[src/rtl/gvt_reducer.sv]
// gvt_reducer: periodic min-tree reduction of per-tile local VTs into a monotone GVT
module gvt_reducer #(
  parameter int N_TILES = 16,
  parameter int TS_WIDTH = 32,
  parameter int TB_WIDTH = 32,
  parameter int LOG_GVT_PERIOD = 5
) (
  input  logic                         clk,
  input  logic                         rst,
  input  logic                         enable,
  input  logic [N_TILES*TS_WIDTH-1:0]  lvt_ts,
  input  logic [N_TILES*TB_WIDTH-1:0]  lvt_tb,
  input  logic [N_TILES-1:0]           lvt_valid,
  input  logic                         msgs_in_flight,
  input  logic                         err_clear,
  output logic [TS_WIDTH-1:0]          gvt_ts,
  output logic [TB_WIDTH-1:0]          gvt_tb,
  output logic                         gvt_valid,
  output logic                         all_idle,
  output logic                         gvt_regress_err,
  output logic [31:0]                  gvt_count
);
  localparam int L = (N_TILES > 1) ? $clog2(N_TILES) : 0;
  localparam int VT_W = TS_WIDTH + TB_WIDTH;
  function automatic int lvl_n(input int k);
    int n = N_TILES;
    for (int i = 0; i < k; i++) n = (n + 1) / 2;
    return n;
  endfunction
  if ((1 << LOG_GVT_PERIOD) < L + 3) begin : g_bad_period
    $error("gvt_reducer: reduction period shorter than min-tree latency");
  end
  logic [LOG_GVT_PERIOD-1:0] cnt;
  logic trig, any_v, mif, tv, grow, idle_pub, regress;
  logic [VT_W-1:0] gvt, m;
  assign trig = enable && (&cnt);
  // period counter, frozen while enable is low
  always_ff @(posedge clk)
    if (rst) cnt <= '0;
    else if (enable) cnt <= cnt + 1'b1;
  // snapshot of activity flags; stable until the next trigger since only one reduction is in flight
  always_ff @(posedge clk)
    if (trig) begin
      any_v <= |lvt_valid;
      mif <= msgs_in_flight;
    end
  for (genvar k = 0; k <= L; k++) begin : g_lvl
    localparam int NK = lvl_n(k);
    logic [VT_W-1:0] lvl [NK];
    logic v;
    if (k == 0) begin : g_snap
      // stage 0: capture each tile's VT, idle tiles as all-ones
      always_ff @(posedge clk) begin
        v <= !rst && trig;
        for (int i = 0; i < NK; i++)
          if (trig) lvl[i] <= lvt_valid[i] ? {lvt_ts[i*TS_WIDTH +: TS_WIDTH], lvt_tb[i*TB_WIDTH +: TB_WIDTH]} : '1;
      end
    end else begin : g_min
      localparam int NP = lvl_n(k - 1);
      // pairwise minima; an odd leftover compares against itself and passes through
      always_ff @(posedge clk) begin
        v <= !rst && g_lvl[k-1].v;
        for (int j = 0; j < NK; j++)
          lvl[j] <= (g_lvl[k-1].lvl[(2*j+1 < NP) ? 2*j+1 : 2*j] < g_lvl[k-1].lvl[2*j]) ?
                    g_lvl[k-1].lvl[(2*j+1 < NP) ? 2*j+1 : 2*j] : g_lvl[k-1].lvl[2*j];
      end
    end
  end
  assign m = g_lvl[L].lvl[0];
  assign tv = g_lvl[L].v;
  assign grow = tv && any_v && (m >= gvt);
  assign regress = tv && any_v && (m < gvt);
  assign idle_pub = tv && !any_v && !mif;
  // publish stage: advance GVT, flag regressions, latch termination
  always_ff @(posedge clk)
    if (rst) begin
      gvt <= '0;
      gvt_valid <= 1'b0;
      all_idle <= 1'b0;
      gvt_regress_err <= 1'b0;
      gvt_count <= '0;
    end else begin
      gvt_valid <= grow || idle_pub;
      gvt <= grow ? m : idle_pub ? '1 : gvt;
      gvt_count <= gvt_count + {31'd0, grow || idle_pub};
      all_idle <= all_idle || idle_pub;
      gvt_regress_err <= regress || (gvt_regress_err && !err_clear);
    end
  assign {gvt_ts, gvt_tb} = gvt;
endmodule

[config.mk]
export PLATFORM = sky130hd
export DESIGN_NAME = gvt_reducer
export DESIGN_NICKNAME = d
export VERILOG_FILES = /design/src/rtl/gvt_reducer.sv
export SDC_FILE = /design/constraint.sdc
export NUM_CORES = 2
export LEC_CHECK = 0
export CAP_MARGIN = 20
export CORE_UTILIZATION = 28
export CTS_CLUSTER_SIZE = 28
export DETAILED_ROUTE_END_ITERATION = 10
export GPL_TIMING_DRIVEN = 0
export SLEW_MARGIN = 10
export SYNTH_ARGS = -nofsm -noshare
export SYNTH_HDL_FRONTEND = slang
export SYNTH_SLANG_ARGS = --single-unit
[constraint.sdc]
create_clock -name clk -period 35.6 [get_ports clk]
set_input_delay 3.56 -clock clk [delete_from_list [all_inputs] [get_ports clk]]
set_output_delay 3.56 -clock clk [all_outputs]
set_load 0.01 [all_outputs]
# Word-level counts from Yosys, hierarchy flattened
# Memory sizes are Yosys's and may differ from the RTL's.
# Cells that the tools add are included.
# word_totals
ff_bits,111
in_bits,1045
elab_cells,94
output_inout_bits,99
mem_count,5
ramBits,1984
# op_classes
add_sub_neg,2
order_cmp,17
reduce_logical,22
n_mux,35
# mem_list
memory,words,width,read_ports,rd_clocked_by_memory_dff,wr,line_no,rtl
g_lvl[0].lvl,16,64,16,0,16,49,logic [VT_W-1:0] lvl [NK];
g_lvl[1].lvl,8,64,8,0,8,49,
g_lvl[2].lvl,4,64,4,0,4,49,
g_lvl[3].lvl,2,64,2,0,2,49,
g_lvl[4].lvl,1,64,1,0,1,49,
# ops
operator,n
two-way mux 64 bit,33
< comparator 64 bit,16
greater-or-equal comparator 64 bit,1
adder 32 x 1 -> 32 bit,1
OR reduction 16 bit,1
logical AND 1 bit,12
adder 5 x 1 -> 5 bit (second input constant),1
AND reduction 5 bit,1
logical NOT 1 bit,4
logical OR 1 bit,3
two-way mux 1 bit,2
nonzero test 2 bit,1

# Logic depth before layout (Yosys ltp)
# depth
word_depth,5
mapped_depth,18
mapped_depth_nobuf,16

# Least setup slack after synthesis
# Ideal clock, no wire load.
# synth_path
kind,in2reg
start,input port enable
end,register any_v (enable)
path_buffers,1
cell_stages,2
t_required_ns,34.070
path_slack_ns,7.268
arrival_ns,26.802
path_cell_list,clkbuf_1 -> and2_1
# synth_via
elab_chain_cells,1
# synth_rtl
item,line_no,rtl
start: declaration,10,"input logic enable,"
logical AND 1 bit,36,assign trig = enable && (&cnt);
via trig,34,"logic trig, any_v, mif, tv, grow, idle_pub, regress;"
end signal: assignment,44,any_v <= |lvt_valid;
end: declaration,34,
# The timed path passes the listed nets, and every way through them passes these cells.
# A chain may end at the register's enable or synchronous reset.

==> results.txt <==
Subtracting the final worst setup slack from the clock period gives 6.07 ns. The count of pins over their slew limit is 0. The path class of the tightest hold or removal check is reg2reg.

The final setup skew came out at 0.126 ns. The start of the worst register-to-register path is gvt[35]. From bottom edge to top edge, the die measures 598 um. The depth of the worst register-to-register path is 18.

The worst hold path begins at g_lvl[1].lvl[1][19]. Adding up every negative setup slack in the final design gives 0 ns. After routing the design area is 0.126 sq mm.

The slowest stage cell on the critical path is sky130_fd_sc_hd__and2_4. The fraction of final layout cells with drive strength greater than 1 came out at 13.9%. The net count of the mapped netlist is 10500. Once detail routing completed, the nets flagged for antenna violations numbered 0. The final cell count without fillers came out at 14800. Counting every sink on the clock net gives 2095. TritonCTS created 238 clock buffers. The count of cells along the worst hold path came out at 1.

The routed design has 353000 um of wire. Of all nets on the critical path, the largest fanout is 62. The via-per-instance ratio came out at 4.59. The overall die area is 0.358 sq mm. The transition at the pin with the smallest max-transition slack is 1.08 ns. The top-level I/O count is 1144. The later pin in the worst-skew pair is clocked with a latency of 0.94 ns. CTS placed an instance of sky130_fd_sc_hd__clkbuf_16 at the clock tree root.

The total vias in the final route is 68100. The maximum buffer depth of the clock tree is 4. The overall overflow remaining after global route is 0.

The critical path launch point is enable. After synthesis, the netlist uses 81 different library cells. For hold timing, the worst endpoint is g_lvl[2].lvl[2][19].

The hold violation total from the final report is 0. Setup repair after global routing left no endpoint under its margin. The via count of the first global-routing pass is 67400.

The cell family contributing the most delay on the critical path is buffers and inverters. The starting utilization of the core area came out at 28.2%. The minimum setup slack among reg-to-reg paths came out at 29.76 ns. The floorplan die width is 598 um.

The power per standard cell area is 42.3 mW/mm^2. The initial antenna violation count came out at 86. The detailed-placement wirelength estimate is 292000 um. Of all flip-flops after synthesis, the portion carrying an async set or reset was 0%. The total cell area at the placement stage came out at 0.117 sq mm. The number of maximum-capacitance constraint violations is 0.

The global-route wire length before repair came out at 487000 um. The number of hold buffers added after cts is 0. The register bit total from synthesis came out at 2095. The required arrival time at the worst endpoint is 36.12 ns.

The post-route worst hold slack is 0.381 ns. In the global route stage, overall resource usage came out at 19.1%. The worst ir drop on vdd came out at 0.0414 mV. The dominant cell type by count on the critical path is sky130_fd_sc_hd__buf_16. In the routed design, unresolved DRC markers number 0.

The setup fix buffers added after clock tree synthesis came out at 0. The critical path goes through clkbuf_1 > and2_4 > buf_16 > buf_16 > buf_16 > buf_16 > buf_16 > buf_16. The area of the mapped netlist came out at 0.0996 sq mm. In this run, placement finished with an instance count of 14300. The total number of H-tree levels came out at 4.

The relative max-transition margin came out at 27.3%. The placer's final routability congestion estimate came out at 0.923. The TritonCTS clock tree is built. The count of nets after finishing came out at 11900. From synthesis to final layout, the design area changed by 26.4%. Dividing the synthesized area by the synthesized cell count gives 11.8 sq um.

Synthesis produced 8462 cells. Data arrives at the worst endpoint at 6.59 ns. The reported leakage power came out at 0.0510 uW. Among all flip-flop cells after synthesis, the most frequent one is sky130_fd_sc_hd__dfxtp_1. The total number of placement rows came out at 218. The count of buffers inserted at the top-level ports came out at 1125. The count of instances resized after the clock tree is built came out at 0. The critical path in this run is classified as in2reg. Entering global routing, the biggest net connects 66 pins.

Static timing analysis puts the maximum clock frequency at 0.165 GHz. STA classifies the critical path endpoint as a flop. Together, buffers and inverters on the worst path number 7. The worst register-to-register path ends at gvt_count[24]. The first detailed-routing pass took 7 iterations.

The core area is 0.353 sq mm. The Yosys step of the flow raised 0 warnings. The sequential area share after synthesis came out at 52.4%. The run finished with clean final reports.

The category of the worst setup path launch point is a primary input. The design draws 5330 uW. The final count of negative-setup-slack endpoints came out at 0. The period utilization is 17.1%. The DRC violation total after the first TritonRoute iteration is 5033. In the final routed layout, each cell accounts on average for 23.8 um. The count of flip-flops with a built-in enable after synthesis came out at 1026. The largest single stage delay on the critical path is 0.66 ns.

The clock-pin slew on the worst setup and hold paths came out at 0.06 ns.
==> routing by layer <==
metal / part of all wire (%) / track usage (%) / routed length (um) / up-vias
met2: 48 / 32.2 / 168000 / 1929
met1: 41 / 23.4 / 146000 / 32800
met4: 6.2 / 10.5 / 21800 / 14
met5: 0.028 / 0 / 98 / -
met3: 5.0 / 2.78 / 17700 / 571
li1: - / - / - / 32800
==> synthesized netlist by cell type, types with 145 or more instances <==
master / number / share of area, %
sky130_fd_sc_hd__nand2b_1: 1053 / 6.6
sky130_fd_sc_hd__dfxtp_1: 1069 / 21
sky130_fd_sc_hd__mux2_2: 710 / 8.0
sky130_fd_sc_hd__edfxtp_1: 1026 / 31
sky130_fd_sc_hd__inv_1: 1029 / 3.9
sky130_fd_sc_hd__nand4_1: 225 / 1.4
sky130_fd_sc_hd__ha_1: 1013 / 13
sky130_fd_sc_hd__a21oi_1: 272 / 1.4
sky130_fd_sc_hd__o21ai_0: 165 / 0.83
sky130_fd_sc_hd__clkbuf_1: 186 / 0.70
sky130_fd_sc_hd__nor2_1: 277 / 1.0
sky130_fd_sc_hd__nand3_1: 145 / 0.73
sky130_fd_sc_hd__a21o_1: 171 / 1.3
==> registers in the layout (all words and copies together), names as in the netlist <==
name,flops
all_idle,1
g_lvl.v,5
g_lvl.lvl,1984
gvt,64
gvt_regress_err,1
gvt_valid,1
gvt_count,32
any_v,1
cnt,5
mif,1
==> how the worst max path moves through the flow <==
stage	cells past startpoint	slack (ns)	end
3_3_place_gp	2	-4.38	g_lvl[0].lvl[1][155]
5_1_grt	18	29.15	gvt_count[24]
2_1_floorplan	2	7.27	any_v
3_5_place_dp	8	28.63	g_lvl[0].lvl[0][277]
4_1_cts	18	29.34	gvt_count[24]
6_report	8	29.53	g_lvl[0].lvl[1][154]
==> report_power, final <==
part	leakage, uW	switching, uW	internal [uW]	total [uW]
logic	0.0289	83.6	131	214
clock network	0.00411	1070	1520	2590
registers	0.0181	0.200	2520	2520
total	0.0510	1160	4170	5330
==> per-stage QoR <==
step | util, % | worst slack, ns
floorplan | - | 7.27
global placement | 33.1 | -4.38
detailed placement | 33.2 | 28.63
CTS | 35.6 | 29.34
global route | 35.6 | 29.15
finish | 35.6 | 29.53
==> logic make-up after synthesis <==
kind of cell | after synthesis | share of synthesized area [%]
flip-flops | 2095 | 52.4
AND/OR/NAND/NOR | 2041 | 11.6
buffers and inverters | 1325 | 5.37
AO/OA/AOI/OAI | 1061 | 7.06
adder cells (fa/ha/maj) | 1013 | 12.7
multiplexers | 898 | 10.6
XOR/XNOR | 29 | 0.255
==> cell type report <==
class | instances | area, sq um
Multi-Input combinational cell | 5042 | 42100
Antenna cell | 50 | 125
Buffer | 296 | 1490
Fill cell | 34800 | 227000
Timing Repair Buffer | 1155 | 11900
Tap cell | 4730 | 5920
Sequential cell | 2095 | 52200
Clock buffer | 342 | 7130
Clock inverter | 105 | 1210
Inverter | 1029 | 3860
==> cells in the final DEF, fill, tap and decap left out, drive strengths merged, types with 28 or more instances in the layout <==
master	instances
a2111oi	28
a211oi	38
a21o	171
a21oi	275
a311oi	65
a31oi	81
buf	139
clkbuf	528
clkdlybuf4s50	1125
clkinv	66
dfxtp	1069
diode	50
edfxtp	1026
ha	1013
inv	1045
mux2	896
nand2	145
nand2b	1053
nand3	145
nand4	225
nor2	277
nor2b	42
nor3	57
nor4	35
o211ai	103
o21a	30
o21ai	172
No activity file was read; power rests on OpenSTA's default activity.
